## config.mk

```make
export PLATFORM = sky130hd
export DESIGN_NAME = matrix_loader
export DESIGN_NICKNAME = d
export VERILOG_FILES = /design/src/rtl/matrix_loader.sv
export SDC_FILE = /design/constraint.sdc
export NUM_CORES = 1
export LEC_CHECK = 0
export BUFFER_PORTS_ARGS = -buffer_cell sky130_fd_sc_hd__buf_2
export CAP_MARGIN = 20
export CORE_UTILIZATION = 60
export CTS_CLUSTER_DIAMETER = 40
export DETAILED_ROUTE_END_ITERATION = 8
export PLACE_DENSITY = 0.78
export SLEW_MARGIN = 10
export SYNTH_ARGS = -nofsm -noshare
export SYNTH_HDL_FRONTEND = slang
export SYNTH_SLANG_ARGS = --single-unit
```

## constraint.sdc

```tcl
create_clock -name clk -period 2.9 [get_ports clk]
set_input_delay 0 -clock clk [delete_from_list [all_inputs] [get_ports clk]]
set_output_delay 0 -clock clk [all_outputs]
set_load 0.01 [all_outputs]
```

## src/rtl/matrix_loader.sv

```systemverilog
// Stream-in loader for the inverse_matrix engine: collects one framed N*N matrix,
// launches the engine with a start pulse and serves registered element reads.
module matrix_loader #(
  parameter int unsigned N  = 3,
  parameter int unsigned W  = 32,
  parameter int unsigned AW = $clog2(N*N)
) (
  input  logic          clk,
  input  logic          rst_n,
  input  logic          in_valid,
  output logic          in_ready,
  input  logic [W-1:0]  in_data,
  input  logic          in_last,
  output logic          start,
  input  logic          eng_done,
  output logic          busy,
  input  logic [AW-1:0] rd_addr,
  output logic [W-1:0]  rd_data,
  output logic          err_len,
  output logic [15:0]   frames
);

  localparam int unsigned NN = N * N;

  typedef enum logic [1:0] {
    S_LOAD = 2'd0,
    S_FIRE = 2'd1,
    S_WAIT = 2'd2
  } state_e;

  state_e         state_q, state_d;
  logic           in_ready_q, in_ready_d;
  logic           busy_q, busy_d;
  logic           start_q, start_d;

  logic [AW-1:0]  cnt_q, cnt_d;
  logic           err_q, err_d;
  logic [15:0]    frames_q, frames_d;
  logic [W-1:0]   rd_data_q, rd_data_d;
  logic [W-1:0]   mem_q [NN];

  logic           xfer;
  logic           at_end;
  logic           complete;
  logic           frame_err;

  assign xfer      = in_valid && (state_q == S_LOAD);
  assign at_end    = (cnt_q == AW'(NN - 1));
  assign complete  = xfer && at_end && in_last;
  assign frame_err = xfer && (in_last != at_end);

  // State register; handshake/status outputs are registered alongside it
  always_ff @(posedge clk or negedge rst_n) begin
    if (!rst_n) begin
      state_q    <= S_LOAD;
      in_ready_q <= 1'b1;
      busy_q     <= 1'b0;
      start_q    <= 1'b0;
    end else begin
      state_q    <= state_d;
      in_ready_q <= in_ready_d;
      busy_q     <= busy_d;
      start_q    <= start_d;
    end
  end

  // Next-state logic
  always_comb begin
    state_d = state_q;
    case (state_q)
      S_LOAD:  if (complete) state_d = S_FIRE;
      S_FIRE:  state_d = S_WAIT;
      S_WAIT:  if (eng_done) state_d = S_LOAD;
      default: state_d = S_LOAD;
    endcase
  end

  // Outputs decoded from the upcoming state so they line up with it after the edge
  always_comb begin
    in_ready_d = 1'b0;
    busy_d     = 1'b1;
    start_d    = 1'b0;
    if (state_d == S_LOAD) begin
      in_ready_d = 1'b1;
      busy_d     = 1'b0;
    end
    if (state_d == S_FIRE) start_d = 1'b1;
  end

  // Element counter, sticky framing error, frame counter and read mux
  always_comb begin
    cnt_d    = cnt_q;
    err_d    = err_q;
    frames_d = frames_q;
    if (xfer) begin
      cnt_d = (at_end || in_last) ? '0 : cnt_q + AW'(1);
    end
    if (frame_err) err_d = 1'b1;
    if (state_q == S_FIRE) frames_d = frames_q + 16'd1;
    rd_data_d = (32'(rd_addr) < NN) ? mem_q[rd_addr] : '0;
  end

  always_ff @(posedge clk or negedge rst_n) begin
    if (!rst_n) begin
      cnt_q     <= '0;
      err_q     <= 1'b0;
      frames_q  <= '0;
      rd_data_q <= '0;
      for (int unsigned i = 0; i < NN; i++) mem_q[i] <= '0;
    end else begin
      cnt_q     <= cnt_d;
      err_q     <= err_d;
      frames_q  <= frames_d;
      rd_data_q <= rd_data_d;
      // Erroneous elements are still written; the frame is simply never launched
      if (xfer) mem_q[cnt_q] <= in_data;
    end
  end

  assign in_ready = in_ready_q;
  assign busy     = busy_q;
  assign start    = start_q;
  assign rd_data  = rd_data_q;
  assign err_len  = err_q;
  assign frames   = frames_q;

endmodule

```

**Word level (Yosys, flattened, before mapping)**

Index checks and enable logic that the tools add are counted.

- $add $sub $neg: 2
- $lt $le $gt $ge: 4
- Equal/unequal tests: 5
- Multiplexer cells: 14
- Bitwise logic cells: 2
- Reduce and logical (&&, ||, !) cells: 8

Operators by type and width:

| cell | count |
|---|---|
| $bwmux W288 | 1 |
| $bmux W32 S4 | 1 |
| $demux W32 S4 | 1 |
| $mux W32 | 4 |
| $add A16 B1 Y16 const B | 1 |
| $ge A5 B5 Y1 const B | 2 |
| $not A4 Y5 | 2 |
| $pmux W2 S3 | 1 |
| $logic_and A1 B1 Y1 | 5 |
| $lt A5 B1 Y1 const B | 1 |
| $add A4 B1 Y4 const B | 1 |
| $eq A2 B1 Y1 const B | 2 |
| $eq A4 B4 Y1 const B | 1 |
| $logic_not A2 Y1 | 2 |
| $lt A4 B4 Y1 const B | 1 |
| $mux W2 | 2 |
| $mux W4 | 1 |
| $mux W1 | 3 |
| $eq A2 B2 Y1 const B | 1 |
| $logic_or A1 B1 Y1 | 1 |
| $ne A1 B1 Y1 | 1 |

- Flip-flop bits (word level): 346
- Output and inout bits: 52
- Word-level logic and storage cells: 52

**Logic depth before layout (Yosys ltp)**

- Word-level depth: 8
- Depth in mapped cells: 7

**Worst setup path after synthesis**

OpenSTA, ideal clock, no wires.

- Path kind: register -> register
- From: reg cnt_q[0]
- To: reg mem_q[257] (netlist bit)
- Setup time: 125 ps
- Data arrival time: 1555 ps
- Data required time: 2775 ps
- Slack: 1220 ps
- Cell stages (with the launch flop): 7
- Period minus slack after synthesis: 1680 ps
- Cell sequence: dfrtp_1 inv_1 ha_1 nand4b_1 nor2_1 buf_4 mux2_2

- Cells in the longest elaborated chain, start to end: 6

Ends and longest elaborated chain:

| what | RTL line | text |
|---|---|---|
| start: declaration | 36 | `logic [AW-1:0] cnt_q, cnt_d;` |
| start signal: assignment | 111 | `cnt_q <= cnt_d;` |
| $not A4 Y5 (not written as such) * | 116 | `if (xfer) mem_q[cnt_q] <= in_data;` |
| $ge A5 B5 Y1 (not written as such) or $lt A5 B1 Y1 (tied branches) | 116 |  |
| $logic_and A1 B1 Y1 (not written as such) | 116 |  |
| $mux W32 (not written as such) | 116 |  |
| $demux W32 S4 * | 116 |  |
| $bwmux W288 * | 116 |  |
| end signal: indexed assignment | 116 |  |
| end: declaration | 40 | `logic [W-1:0] mem_q [NN];` |

Mark *: on every way between the ends. The rest lies on a longest branch, timed or not.
A chain may end at the register's enable or synchronous reset.

**Worst setup path after layout**

- From: reg cnt_q[0]
- To: reg mem_q[159] (netlist bit)

Same word-level chain as after synthesis.

==> out/qor.txt <==
Status = finished clean
Antenna violations before repair = 0
Crit share post-route = 75.18%
Pre-Repair DR Iteration Count = 5
Xor/xnor cell area share of the yosys netlist = 0.8641%
#FFs+latches synth = 346
# IOs = 93
Fin nets = 1265
1st-iter DRT viols = 647
Fraction of registers with async set/reset = 100.0%
Simple-gate share of the synthesized area = 3.975%
Max Freq = 458.7 MHz
Core Area = 24600 µm²
CTS Buf Count = 43
Leakage Power = 8.816 nW
Synth warn = 0
HP Class = in -> async
Sw Share = 25.63%
Via count = 9272
Hold Slack = 0.06985 ns
Area delta synth->final = 18.04%
H-tree lvl count = 2
Reg2reg start = cnt_q[0]
Final setup fails = 0
Area contributors post-synth = dfrtp_1 (57%), mux2_2 (19%), mux2i_1 (8.3%)
Post-synthesis sequential area ratio = 56.96%
Worst relative slew slack = 51.05%
Layout cells sized above 1 = 39.86%
Port bufs = 92
RePlAce Congestion = 0.8178
Design area = 17950 µm²
VDD IR max = 0.0005738 V
Synth Area in Compound Gates = 4.477%
Drt wl/cell = 20.61 µm
Tmin final = 2.180 ns
Dpl hpwl = 18680 µm
Post-synth top area share = 56.79%
Die area = 25980 µm²
WP data required = 3.31 ns
RSZ-0062 raised after global routing = false
# diodes = 0
Mapped cell area = 15200 µm²
Largest family of logic cells by synthesized area = multiplexers
Cell row count = 57
Clock Pin Slew Worst Setup and Hold Paths = 0.06 ns
CP endpoint kind = flop
Vias in the first global route = 9856
Crit path launch type = flop
Syn nets = 1127
Non-filler cells, final = 1576
Max-cap violation count = 0
WS Path Type = reg -> reg
Combinational power share = 18.4%
Wirelength, routed = 32480 µm
DR vias/cell = 5.883
Cell variety after synth = 44
Cell Area, Placed = 16050 µm²
Clock Power Share = 36.2%
Final TNS setup = 0 ns
Die H = 161.2 µm
Worst R2R End = mem_q[159]
Reg2Reg Depth = 6
Post-route DRC = 0
Placed cells = 1459
Synth Flop Type = dfrtp_1
Net Switching = 0.003901 W
Area leader, netlist = dfrtp_1
Crit-path max FO = 20
First-pass GRT wire length = 53120 µm
Max clock buf depth = 3
Die extent in x = 161.2 µm
Initial Util = 61.79%
Average size of a mapped cell = 14.08 µm²
Pwr dens = 848.1 nW/µm²
Worst-Margin Slew = 0.7275 ns
Cells after Synth = 1080
Max-slew violations = 0
Worst path arrival time = 2.59 ns
GR Util All Layers = 26.07%
CTS tree = built
Post-synth EDFFs = 0
Multiplexer share of the synthesized area = 30.52%
Post-route antenna net violation count = 0
Clock Skews = 0.01263 ns
Clk Latency, worst-skew pair = 0.53 ns
Cell-internal power = 0.01132 W
Adder-cell share of the synthesized area = 0.4938%
Largest net degree at the start of global routing = 129
Final hold vios = 0
R2R Setup Slk = 0.72 ns
Power share of the sequential group = 45.4%
GRT Residual Overflow = 0
# clock sinks = 346
Root Driver = clkbuf_16
==> cell usage in the layout, fill, tap and decap left out, types with 7 or more instances in the layout <==
cell / n
mux2i_1: 126
o21ai_0: 29
mux2_2: 258
dfrtp_1: 345
clkbuf_16: 45
mux2_4: 30
nor2_1: 7
buf_12: 10
a22oi_1: 62
dlygate4sd3_1: 37
buf_4: 15
nand2_1: 79
xnor2_1: 10
buf_2: 90
clkinvlp_4: 7
==> cell usage after synthesis (all sizes together) (10+ instances only) <==
cell type and number:
a22oi 62, o21ai 34, mux2i 126, clkbuf 19
buf 43, nor2 10, dfrtp 345, xnor2 10
mux2 288, nand2 85
==> metal layers <==
layer	GRT usage, %	share of wire [%]
met5	0	0
met4	7.118	1.7
met3	3.338	3.9
met2	45.81	51
met1	34.13	43
==> logic make-up (layout without fill, tap and decap cells) <==
kind of cell	count (synthesis)	after routing
muxes	415	415
AOI/OAI and AO/OA	102	102
buffers and inverters	68	240
DFF	346	346
xor gates and xnor gates	15	15
and+or+nand+nor	128	128
adders and majority gates	6	6
==> sequential cells by signal, indices dropped and copies added (netlist names) <==
name      count
cnt_q         4
mem_q       288
err_len       1
start         1
state_q       2
busy          1
rd_data      32
in_ready      1
frames       16
==> through the flow <==
step                      utilization [%]  total power [W]  setup slack [ns]
final                               72.94          0.01522            0.7197
after global routing                72.94          0.01591            0.6170
after CTS                           72.94          0.01531            0.7260
after detailed placement            65.22         0.009705            0.7485
after global placement              65.22         0.009532            0.7912
after floorplan                         -         0.008883             1.220
==> power by group through the flow <==
stage	Combinational, W	Sequential [W]	Clock [W]
3_5_place_dp	0.00276	0.00695	0
5_1_grt	0.00307	0.00706	0.00577
6_report	0.00280	0.00691	0.00551
4_1_cts	0.00283	0.00690	0.00558
2_1_floorplan	0.00209	0.00680	0
3_3_place_gp	0.00265	0.00689	0
==> worst max-delay path, stage by stage, from the launching register on <==
cell and delay (ns):
dfrtp_1 0.42, inv_1 0.09, ha_1 0.23, nand4b_1 0.17, or2_2 0.50, buf_12 0.27
mux2_2 0.35
==> how the worst max path moves through the flow <==
| stage | to | depth (start not counted) | startpoint | slack [ns] |
|---|---|---|---|---|
| CTS | mem_q[159] | 6 | cnt_q[0] | 0.73 |
| global route | mem_q[159] | 6 | cnt_q[0] | 0.62 |
| detailed placement | mem_q[159] | 6 | cnt_q[0] | 0.75 |
| finish | mem_q[159] | 6 | cnt_q[0] | 0.72 |
| global placement | mem_q[159] | 6 | cnt_q[0] | 0.79 |
| floorplan | mem_q[257] | 6 | cnt_q[0] | 1.22 |
==> cell type report <==
cell class,instances,area (µm²)
inverters,6,22.52
fillers,1614,6659
well taps,324,405.4
clock buffers,55,1214
multi-input cells,666,6170
flip-flops and latches,346,8660
clock inverters,24,287.8
repair buffers,155,1187
==> what timing repair did <==
item	4_1_cts	5_1_grt
buffers inserted	0	0
resized for setup	0	0
hold endpoints to repair	644	0
setup endpoints to repair	0	0
hold buffers	38	0
Note: power is estimated with default switching activity, not from simulation.
